File: src/rtl/matmul_push_ctrl.sv
// matmul_push_ctrl
//   Sequences one matmul on the systolic array. On start it arms the warp
//   selector, then streams num_rows operand rows into the array. A row is
//   pushed on every cycle that the selector does not pause. It then drains the
//   array and pulses matmul_done, which also clears the selector's push mode.
//
//   Optional feature macro: PUSH_TIMEOUT_EN. When it is defined, a run of
//   TIMEOUT_CYCLES consecutive paused PUSH cycles aborts the run. The abort
//   goes through DONE and raises timeout_err together with matmul_done.
//
// Ports
//   clk            clock
//   reset          synchronous, active-high reset
//   start          begin a matmul; sampled only in IDLE
//   num_rows       rows to push; latched when start is accepted
//   push_warp      warp supplying the current row (from selector)
//   pause          selected warp not ready (from selector)
//   push_en        one-cycle pulse arming the selector
//   row_valid      row accepted this cycle
//   row_warp       push_warp when row_valid, else 0
//   row_idx        index of the current row
//   array_shift_en advance the systolic array this cycle
//   matmul_done    one-cycle completion pulse
//   busy           controller not idle
//   timeout_err    one-cycle abort pulse (0 without PUSH_TIMEOUT_EN)
//
// State  | meaning
// -------+------------------------------------------------------------
// IDLE   | waiting for start
// ARM    | one cycle, push_en high, row index cleared
// PUSH   | one row per non-paused cycle until the last row is accepted
// DRAIN  | 2*ARRAY_DIM-1 cycles of array shifting, pause ignored
// DONE   | one cycle, matmul_done high (timeout_err too on abort)
module matmul_push_ctrl #(
    parameter int NUM_WARPS      = 4,
    parameter int ARRAY_DIM      = 4,
    parameter int ROWS_W         = 8,
    parameter int TIMEOUT_CYCLES = 64,
    localparam int WARP_W        = $clog2(NUM_WARPS)
) (
    input  logic              clk,
    input  logic              reset,
    input  logic              start,
    input  logic [ROWS_W-1:0] num_rows,
    input  logic [WARP_W-1:0] push_warp,
    input  logic              pause,
    output logic              push_en,
    output logic              row_valid,
    output logic [WARP_W-1:0] row_warp,
    output logic [ROWS_W-1:0] row_idx,
    output logic              array_shift_en,
    output logic              matmul_done,
    output logic              busy,
    output logic              timeout_err
);

    typedef enum logic [2:0] {
        S_IDLE,
        S_ARM,
        S_PUSH,
        S_DRAIN,
        S_DONE
    } state_t;

    // Drain counter is a down-counter loaded with the last index and
    // terminating at zero, giving exactly 2*ARRAY_DIM-1 drain cycles.
    localparam logic [ROWS_W-1:0] DRAIN_LAST = ROWS_W'(2 * ARRAY_DIM - 2);

    state_t            state_q, state_d;
    logic [ROWS_W-1:0] rows_q, rows_d;
    logic [ROWS_W-1:0] idx_q, idx_d;
    logic [ROWS_W-1:0] drain_q, drain_d;

`ifdef PUSH_TIMEOUT_EN
    localparam int TO_W = $clog2(TIMEOUT_CYCLES + 1);
    localparam logic [TO_W-1:0] TO_LAST = TO_W'(TIMEOUT_CYCLES - 1);

    // Pause budget counts down on each paused PUSH cycle; reaching zero on a
    // paused cycle means TIMEOUT_CYCLES consecutive pauses have occurred.
    logic [TO_W-1:0] to_cnt_q, to_cnt_d;
    logic            to_flag_q, to_flag_d;
`endif

    always_ff @(posedge clk) begin
        if (reset) begin
            state_q   <= S_IDLE;
            rows_q    <= '0;
            idx_q     <= '0;
            drain_q   <= '0;
`ifdef PUSH_TIMEOUT_EN
            to_cnt_q  <= '0;
            to_flag_q <= 1'b0;
`endif
        end else begin
            state_q   <= state_d;
            rows_q    <= rows_d;
            idx_q     <= idx_d;
            drain_q   <= drain_d;
`ifdef PUSH_TIMEOUT_EN
            to_cnt_q  <= to_cnt_d;
            to_flag_q <= to_flag_d;
`endif
        end
    end

    always_comb begin
        state_d        = state_q;
        rows_d         = rows_q;
        idx_d          = idx_q;
        drain_d        = drain_q;
        push_en        = 1'b0;
        row_valid      = 1'b0;
        array_shift_en = 1'b0;
        matmul_done    = 1'b0;
`ifdef PUSH_TIMEOUT_EN
        to_cnt_d       = to_cnt_q;
        to_flag_d      = to_flag_q;
`endif
        case (state_q)
            S_IDLE: begin
                if (start) begin
                    rows_d  = num_rows;
                    state_d = (num_rows != '0) ? S_ARM : S_DONE;
                end
            end
            S_ARM: begin
                push_en = 1'b1;
                idx_d   = '0;
                state_d = S_PUSH;
`ifdef PUSH_TIMEOUT_EN
                to_cnt_d = TO_LAST;
`endif
            end
            S_PUSH: begin
                if (!pause) begin
                    row_valid      = 1'b1;
                    array_shift_en = 1'b1;
`ifdef PUSH_TIMEOUT_EN
                    to_cnt_d = TO_LAST;
`endif
                    // The index stops at the last row so it stays in range
                    // while it holds through DRAIN.
                    if (idx_q == rows_q - ROWS_W'(1)) begin
                        state_d = S_DRAIN;
                        drain_d = DRAIN_LAST;
                    end else begin
                        idx_d = idx_q + ROWS_W'(1);
                    end
                end
`ifdef PUSH_TIMEOUT_EN
                else if (to_cnt_q == '0) begin
                    state_d   = S_DONE;
                    to_flag_d = 1'b1;
                end else begin
                    to_cnt_d = to_cnt_q - TO_W'(1);
                end
`endif
            end
            S_DRAIN: begin
                array_shift_en = 1'b1;
                if (drain_q == '0) begin
                    state_d = S_DONE;
                end else begin
                    drain_d = drain_q - ROWS_W'(1);
                end
            end
            S_DONE: begin
                matmul_done = 1'b1;
                state_d     = S_IDLE;
`ifdef PUSH_TIMEOUT_EN
                to_flag_d   = 1'b0;
`endif
            end
            default: state_d = S_IDLE;
        endcase
    end

    assign busy     = (state_q != S_IDLE);
    assign row_idx  = idx_q;
    assign row_warp = row_valid ? push_warp : '0;

`ifdef PUSH_TIMEOUT_EN
    assign timeout_err = (state_q == S_DONE) && to_flag_q;
`else
    assign timeout_err = 1'b0;
`endif

endmodule

File: config.mk
export PLATFORM = sky130hd
export DESIGN_NAME = matmul_push_ctrl
export DESIGN_NICKNAME = d
export VERILOG_FILES = /design/src/rtl/matmul_push_ctrl.sv
export SDC_FILE = /design/constraint.sdc
export NUM_CORES = 1
export LEC_CHECK = 0
export ABC_CLOCK_PERIOD_IN_PS = 3620
export CORE_UTILIZATION = 58
export DETAILED_ROUTE_END_ITERATION = 7
export DONT_BUFFER_PORTS = 1
export PLACE_DENSITY = 0.74
export SLEW_MARGIN = 10
export SYNTH_ARGS = -nofsm -noshare
export SYNTH_HDL_FRONTEND = slang
export SYNTH_SLANG_ARGS = --single-unit
File: constraint.sdc
create_clock -name clk -period 3.62 [get_ports clk]
set_input_delay 0.724 -clock clk [delete_from_list [all_inputs] [get_ports clk]]
set_output_delay 0.724 -clock clk [all_outputs]
set_load 0.01 [all_outputs]
==> summary.md, run 1 <==
| Metric | Value |
|---|---|
| Status | `finished clean` |
| Slew @ Worst Pin | `about 0.84 ns` |
| Post-CTS Hold Buffers | `0` |
| Util after Layout | `0.612` |
| Core box area | `around 2700 um2` |
| Fin crit period | `between 2 and 3 ns` |
| Largest family of logic cells by synthesized area | `simple AND/OR/NAND/NOR gates` |
| Post_cts resized | `0` |
| First-pass GRT wire length | `6170 um` |
| Headroom to the max-slew limit | `0.439` |
| GP Congestion | `approximately 0.81` |
| Crit-path cells | `inv_1 > ha_1 > nor3b_1 > a311oi_1 > nand4bb_2 > a211oi_4 > a21boi_2 > or4_1 > a21oi_1` |
| Final Max Tran Viols | `0` |
| Capture point of the worst reg-to-reg path | `drain_q[3]$_SDFFE_PP0P_` |
| Worst vdd ir | `0.289 mV` |
| Die extent in x | `about 56 um` |
| Synth Area in Adders | `0.0300` |
| Antenna Diode Count | `0` |
| Yosys reg bits | `27` |
| Hpwl dp | `around 2800 um` |
| Crit path launch | `rows_q[0]$_SDFFE_PP0P_` |
| GR Overflow Total | `0` |
| CP max FO | `14` |
| WP data required | `roughly 3.9 ns` |
| Setup crit end kind | `flop` |
| Mux cell area share after synthesis | `0.0300` |
| Initial DRC count | `65` |
| Syn_area_per_cell | `just under 8 um2` |
| Syn nets | `about 230` |
| Worst Setup EP | `drain_q[3]$_SDFFE_PP0P_` |
| Synth Area in XOR/XNOR | `0.0524` |
| Number of buffers and inverters on the critical path | `1` |
| Synthesized area | `~1700 um2` |
| GRT Util Overall | `0.248` |
| Worst-path clk slew | `roughly 0.15 ns` |
| Async SR Flop Fraction | `0` |
| Setup TNS | `0 ns` |
| Crit-path leading delay family | `compound AO/OA/AOI/OAI gates` |
| Port-buffer cells | `0` |
| Maximum clock insertion buffer count | `2` |
| Root Buffer | `clkbuf_4` |
| WL final | `3690 um` |
| Ports | `30` |
| RSZ-0062 raised after global routing | `false` |
| Worst Skew | `between 0.003 and 0.004 ns` |
| Antenna-violating nets left | `0` |
| Sequential area share after synthesis | `0.324` |
| Worst R2R Start | `rows_q[0]$_SDFFE_PP0P_` |
| WP depth | `9` |
| TritonCTS buffer count | `3` |
| Area after DPL | `between 1500 and 2000 um2` |
| # clock sinks | `27` |
| Clk Latency, worst-skew pair | `approximately 0.32 ns` |
| Crit path DAT | `approximately 3.0 ns` |
| Detailed Routing Iterations Pass 1 | `5` |
| P_leak | `0.674 nW` |
| EDFF count, synth | `0` |
| H-tree depth | `1` |
| Largest net degree at the start of global routing | `22` |
| Post-CTS setup buffers | `0` |
| Final Cycle Share | `0.753` |
| Critical path startpoint category | `flop` |
| Fin. Hold Viols | `0` |
| Hold Crit Class | `in -> reg` |
| Vias per cell | `around 6.4` |
| DR vias | `~1,500` |
| Hold slack | `between 0.4 and 0.5 ns` |
| Peak Freq | `roughly 0.37 GHz` |
| FF-to-FF setup slack | `0.89 ns` |
| Fin nets | `around 220` |
| Final setup fails | `0` |
| Layout cells sized above 1 | `0.0833` |
| Area Overhead vs Synth | `0.225%` |
| Post-synthesis cell count | `~210` |
| Die height | `55.7 um` |
| Power per cell area | `around 360 nW/um2` |
| CP peak stage delay | `0.51 ns` |
| Core Rows | `19` |
| CTS tree | `yes` |
| Compound-Gate Fraction of Synth Area | `0.205` |
| Cell count of the worst reg-to-reg path | `9` |
| Synth Area in Simple Gates | `0.293` |
| Synth warn | `0` |
| Final Cell Area | `1670 um2` |
| DRC | `0` |
| Starting Density | `0.611` |
| Slowest CP cell | `or4_1` |
| Wire per inst | `about 16 um` |
| Synth cell types | `47` |
| CP Class | `reg -> reg` |
| Ys flop type | `dfxtp_1` |
| Vias in the first global route | `between 1,000 and 1,500` |
| Initial antenna violation count | `0` |
| Full die area | `approximately 3100 um2` |
| Max Cap Viol | `0` |
| Total power | `approximately 0.6 mW` |
report_power, final:
| group | internal [mW] | leakage [nW] | switching [mW] |
|---|---|---|---|
| Sequential | 0.309 | 0.219 | 0.0214 |
| Combinational | 0.0533 | 0.440 | 0.0829 |
| Clock | 0.0431 | 0.0150 | 0.0910 |
| Total | 0.406 | 0.674 | 0.195 |
worst min path at each step:
stage,from,endpoint,slack (ns),cells past startpoint
global placement,rows_q[7]$_SDFFE_PP0P_,rows_q[7]$_SDFFE_PP0P_,0.46,2
finish,reset,drain_q[1]$_SDFFE_PP0P_,0.45,1
CTS,reset,rows_q[5]$_SDFFE_PP0P_,0.44,1
floorplan,drain_q[7]$_SDFFE_PP0P_,drain_q[7]$_SDFFE_PP0P_,0.45,2
detailed placement,rows_q[7]$_SDFFE_PP0P_,rows_q[7]$_SDFFE_PP0P_,0.47,2
global route,reset,rows_q[5]$_SDFFE_PP0P_,0.42,1
synthesized netlist by cell type (2+ instances only):
master | n | area [um2]
a211oi_1 | 3 | 22.5
a21oi_1 | 21 | 105
a311oi_1 | 2 | 17.5
a31o_2 | 3 | 26.3
a31oi_1 | 2 | 12.5
and2_1 | 4 | 25.0
and3_1 | 2 | 12.5
buf_6 | 2 | 22.5
clkbuf_1 | 6 | 22.5
dfxtp_1 | 27 | 541
ha_1 | 4 | 50.1
inv_1 | 12 | 45.0
mux2i_1 | 5 | 50.1
nand2_1 | 30 | 113
nand2b_1 | 3 | 18.8
nand3_1 | 4 | 20.0
nand4_1 | 5 | 31.3
nor2_1 | 16 | 60.1
nor3_1 | 4 | 20.0
nor3b_1 | 3 | 22.5
nor4_1 | 5 | 31.3
o21a_1 | 2 | 15.0
o21ai_0 | 2 | 10.0
o21bai_1 | 3 | 22.5
o31a_1 | 2 | 17.5
o31ai_1 | 2 | 15.0
or2_2 | 2 | 12.5
or3_1 | 7 | 43.8
or4_1 | 2 | 15.0
xnor2_1 | 6 | 52.6
xor2_1 | 4 | 35.0
kinds of logic after synthesis:
kind of cell    count (synthesis)
compound gates                 49
xor+xnor                       10
fa+ha+maj                       4
buf+inv                        23
flops                          27
mux                             5
other cells                     1
simple gates                   92
layer usage:
metal | wire length [um] | GRT usage
met1 | 1510 | 0.269
met2 | 1950 | 0.463
met4 | 65 | 0.107
met5 | 0 | 0
met3 | 165 | 0.0465
sequential cells by signal, summed over array words and instances, names as in the netlist:
signal / flops
drain_q: 8
row_idx: 8
rows_q: 8
state_q: 3
metrics by stage:
stage	instances	setup WS [ns]
after global routing	235	0.706
after CTS	235	0.915
after floorplan	211	1.25
final	235	0.893
after detailed placement	231	0.939
after global placement	231	1.08
cell type report:
class,instances,area (um2)
multi-input cells,161,1020
inverters,12,45.0
well taps,31,38.8
clock buffers,4,26.3
fillers,264,1060
flip-flops and latches,27,541
cell usage in the layout, fill, tap and decap left out, types with 3 or more instances in the layout:
cell | Yosys | routed
and2_1 | 4 | 4
nand4_1 | 5 | 5
nand3_1 | 4 | 4
nor2_1 | 16 | 16
a21oi_1 | 21 | 21
nor3_1 | 4 | 4
o21bai_1 | 3 | 3
nor3b_1 | 3 | 3
xor2_1 | 4 | 4
inv_1 | 12 | 12
mux2i_1 | 5 | 5
ha_1 | 4 | 4
a31o_2 | 3 | 3
nand2b_1 | 3 | 3
nand2_1 | 30 | 30
nor4_1 | 5 | 5
clkbuf_4 | 0 | 3
or3_1 | 7 | 7
xnor2_1 | 6 | 6
dfxtp_1 | 27 | 27
a211oi_1 | 3 | 3
Power figures use the tool's default switching activity.
==> run 2: changes to the inputs <==
Settings changed: ABC_CLOCK_PERIOD_IN_PS 3620 to 2200, CORE_UTILIZATION 58 to 56.
Clock period 3.62 ns to 2.2 ns, I/O delays scaled along.
==> run 2 against run 1 <==
Effect of this change:
- the run now ends with setup timing left
- register-to-register slack got worse by 0.98 ns
- via count rose by 9.3%
- critical endpoint is now drain_q[7]$_SDFFE_PP0P_
- largest cell class unchanged
- cell count rose by 12%
- global-route usage rose by 2.9 points
==> summary.md, run 2 (synthesized netlist as in run 1, its figures left out) <==
| Metric | Value |
|---|---|
| Maximum clock insertion buffer count | `2 (unchanged)` |
| Max Cap Viol | `0 (unchanged)` |
| Largest net degree at the start of global routing | `22 (unchanged)` |
| Switching Fraction | `0.328 (was 0.325)` |
| GP Congestion | `0.828 (was 0.810)` |
| Status | `complete, but fails checks (was finished clean)` |
| Int Pwr | `0.712 mW (was 0.406 mW)` |
| H-tree depth | `1 (unchanged)` |
| Peak Freq | `0.438 GHz (was 0.367 GHz)` |
| Final Max Tran Viols | `0 (unchanged)` |
| Worst-path clk slew | `0.15 ns (about the same)` |
| Final Cycle Share | `1.04 (was 0.753)` |
| Placed cell count | `255 (was 231)` |
| RSZ-0062 raised after global routing | `true (was false)` |
| Vias per cell | `6.22 (was 6.39)` |
| Ports | `30 (unchanged)` |
| Fin nets | `252 (was 223)` |
| DRC | `0 (unchanged)` |
| Vias in the first global route | `1,598 (was 1,358)` |
| Critical path startpoint category | `flop (unchanged)` |
| Worst vdd ir | `0.628 mV (was 0.289 mV)` |
| Most frequent cells in the layout | `30 x nand2_1, 26 x buf_4, 24 x dfxtp_1, 17 x a21oi_1, 15 x nor2_1 (was 30 x nand2_1, 27 x dfxtp_1, 21 x a21oi_1, 16 x nor2_1, 12 x inv_1)` |
| WL final | `4320 um (was 3690 um)` |
| Slowest CP cell | `or4_4 (was or4_1)` |
| Initial DRC count | `86 (was 65)` |
| Sequential power share | `0.503 (was 0.550)` |
| Failing checks | `setup timing` |
| GRT Util Overall | `0.277 (was 0.248)` |
| Layout Cells excl Fill | `264 (was 235)` |
| Wire per inst | `16.4 um (was 15.7 um)` |
| CP max FO | `6 (was 14)` |
| WP data required | `2.47 ns (was 3.89 ns)` |
| Layout cells sized above 1 | `0.292 (was 0.0833)` |
| Antenna-violating nets left | `0 (unchanged)` |
| Clk Latency, worst-skew pair | `0.33 ns (was 0.32 ns)` |
| Hold Crit Class | `in -> reg (unchanged)` |
| Final WS setup | `-0.0857 ns (was 0.893 ns)` |
| Core box area | `2780 um2 (was 2730 um2)` |
| Fin crit period | `2.29 ns (was 2.73 ns)` |
| Die extent in x | `56.6 um (was 55.7 um)` |
| Power per cell area | `525 nW/um2 (was 359 nW/um2)` |
| GR Overflow Total | `0 (unchanged)` |
| Combinational power share | `0.291 (was 0.227)` |
| DR vias | `1,642 (was 1,502)` |
| Initial antenna violation count | `0 (unchanged)` |
| CP Class | `reg -> reg (unchanged)` |
| Psw | `0.348 mW (was 0.195 mW)` |
| FF-to-FF setup slack | `-0.09 ns (was 0.89 ns)` |
| Final setup fails | `13 (was 0)` |
| # clock sinks | `27 (unchanged)` |
| Core Rows | `19 (unchanged)` |
| Root Buffer | `clkbuf_4 (unchanged)` |
| Detailed Routing Iterations Pass 1 | `4 (was 5)` |
| Area Overhead vs Synth | `21.0% (was 0.225%)` |
| Antenna Diode Count | `0 (unchanged)` |
| Worst Skew | `0.00974 ns (was 0.00348 ns)` |
| Setup crit end kind | `flop (unchanged)` |
| Full die area | `3210 um2 (was 3100 um2)` |
| Total power | `1.06 mW (was 0.601 mW)` |
| CTS tree | `yes (unchanged)` |
| Fin. Hold Viols | `0 (unchanged)` |
| Starting Density | `0.601 (was 0.611)` |
| Port-buffer cells | `0 (unchanged)` |
| Hpwl dp | `2980 um (was 2790 um)` |
| Die height | `56.6 um (was 55.7 um)` |
| TritonCTS buffer count | `3 (unchanged)` |
| Util after Layout | `0.726 (was 0.612)` |
| P_leak | `0.867 nW (was 0.674 nW)` |
| Clock Power Share | `0.206 (was 0.223)` |
| Crit-path cells | `inv_2 > ha_4 > xor2_1 > o211ai_1 > nand4bb_4 > a211oi_4 > a21boi_4 > or4_4 > a21oi_2 (was inv_1 > ha_1 > nor3b_1 > a311oi_1 > nand4bb_2 > a211oi_4 > a21boi_2 > or4_1 > a21oi_1)` |
| Crit path DAT | `2.55 ns (was 3.00 ns)` |
| Most common cell after layout, fill and taps aside | `nand2_1 (unchanged)` |
| First-pass GRT wire length | `7060 um (was 6170 um)` |
| CP peak stage delay | `0.51 ns (about the same)` |
[run 2: cell types whose count changed in the layout (fill, tap and decap cells not counted), moves of 2 or more]
cell | previous run | this run
buf_6 | 0 | 2
a21oi_2 | 0 | 4
inv_2 | 0 | 2
inv_1 | 12 | 10
nor4_1 | 5 | 3
or4_1 | 2 | 0
dfxtp_2 | 0 | 2
dfxtp_1 | 27 | 24
or4_4 | 0 | 2
buf_4 | 0 | 26
a21oi_1 | 21 | 17
[run 2: final timing paths]
kind / from / end / depth (start not counted)
worst max-delay path: rows_q[0]$_SDFFE_PP0P_ / drain_q[7]$_SDFFE_PP0P_ / 9
worst max register to register: rows_q[0]$_SDFFE_PP0P_ / drain_q[7]$_SDFFE_PP0P_ / 9
worst min-delay path: reset / rows_q[1]$_SDFFE_PP0P_ / 1
worst min register to register: rows_q[7]$_SDFFE_PP0P_ / rows_q[7]$_SDFFE_PP0P_ / 2
[run 2: what timing repair did]
action                     in CTS  in global routing
pin swaps                      13                  9
hold buffers                    0                  0
buffers inserted                3                  1
gates resized for setup        10                 17
setup endpoints to repair      13                 18
cloned                          1                  0
[run 2: per-stage QoR]
stage	worst slack, ns	area [um2]	setup TNS (ns)	hold slack, ns
after floorplan	-0.0235	1680	-0.0470	0.448
after global placement	-0.0241	1840	-0.0349	0.467
after detailed placement	-0.0503	1840	-0.178	0.472
after CTS	-0.125	1940	-0.398	0.142
after global routing	-0.174	2020	-2.06	0.140
final	-0.0857	2020	-0.536	0.156
[run 2: worst max-delay path: cells and delay by family, from the launching register on]
kind / cells / cell delay, ns
AOI/OAI and AO/OA: 4 / 0.66
xor gates and xnor gates: 1 / 0.15
adders and majority gates: 1 / 0.25
buffers and inverters: 1 / 0.04
DFF: 1 / 0.38
and+or+nand+nor: 2 / 0.76
[run 2: cell type report]
type	count	area, um2
well taps	31	38.8
repair buffers	29	223
fillers	228	761
inverters	12	45.0
multi-input cells	161	1140
flip-flops and latches	27	547
clock buffers	4	26.3
[run 2: routing by layer]
layer / vias to the layer above / GRT usage / wire, um
met5: - / 0 / 0
met4: 0 / 0.105 / 58
met3: 10 / 0.0392 / 269
met2: 78 / 0.452 / 2130
met1: 774 / 0.368 / 1870
li1: 780 / - / -
[run 2: power groups by stage]
stage          clock, mW  combinational [mW]  sequential, mW
2_1_floorplan          0               0.212           0.539
3_3_place_gp           0               0.262           0.541
3_5_place_dp           0               0.270           0.543
4_1_cts            0.221               0.290           0.532
5_1_grt            0.236               0.341           0.536
6_report           0.219               0.309           0.533
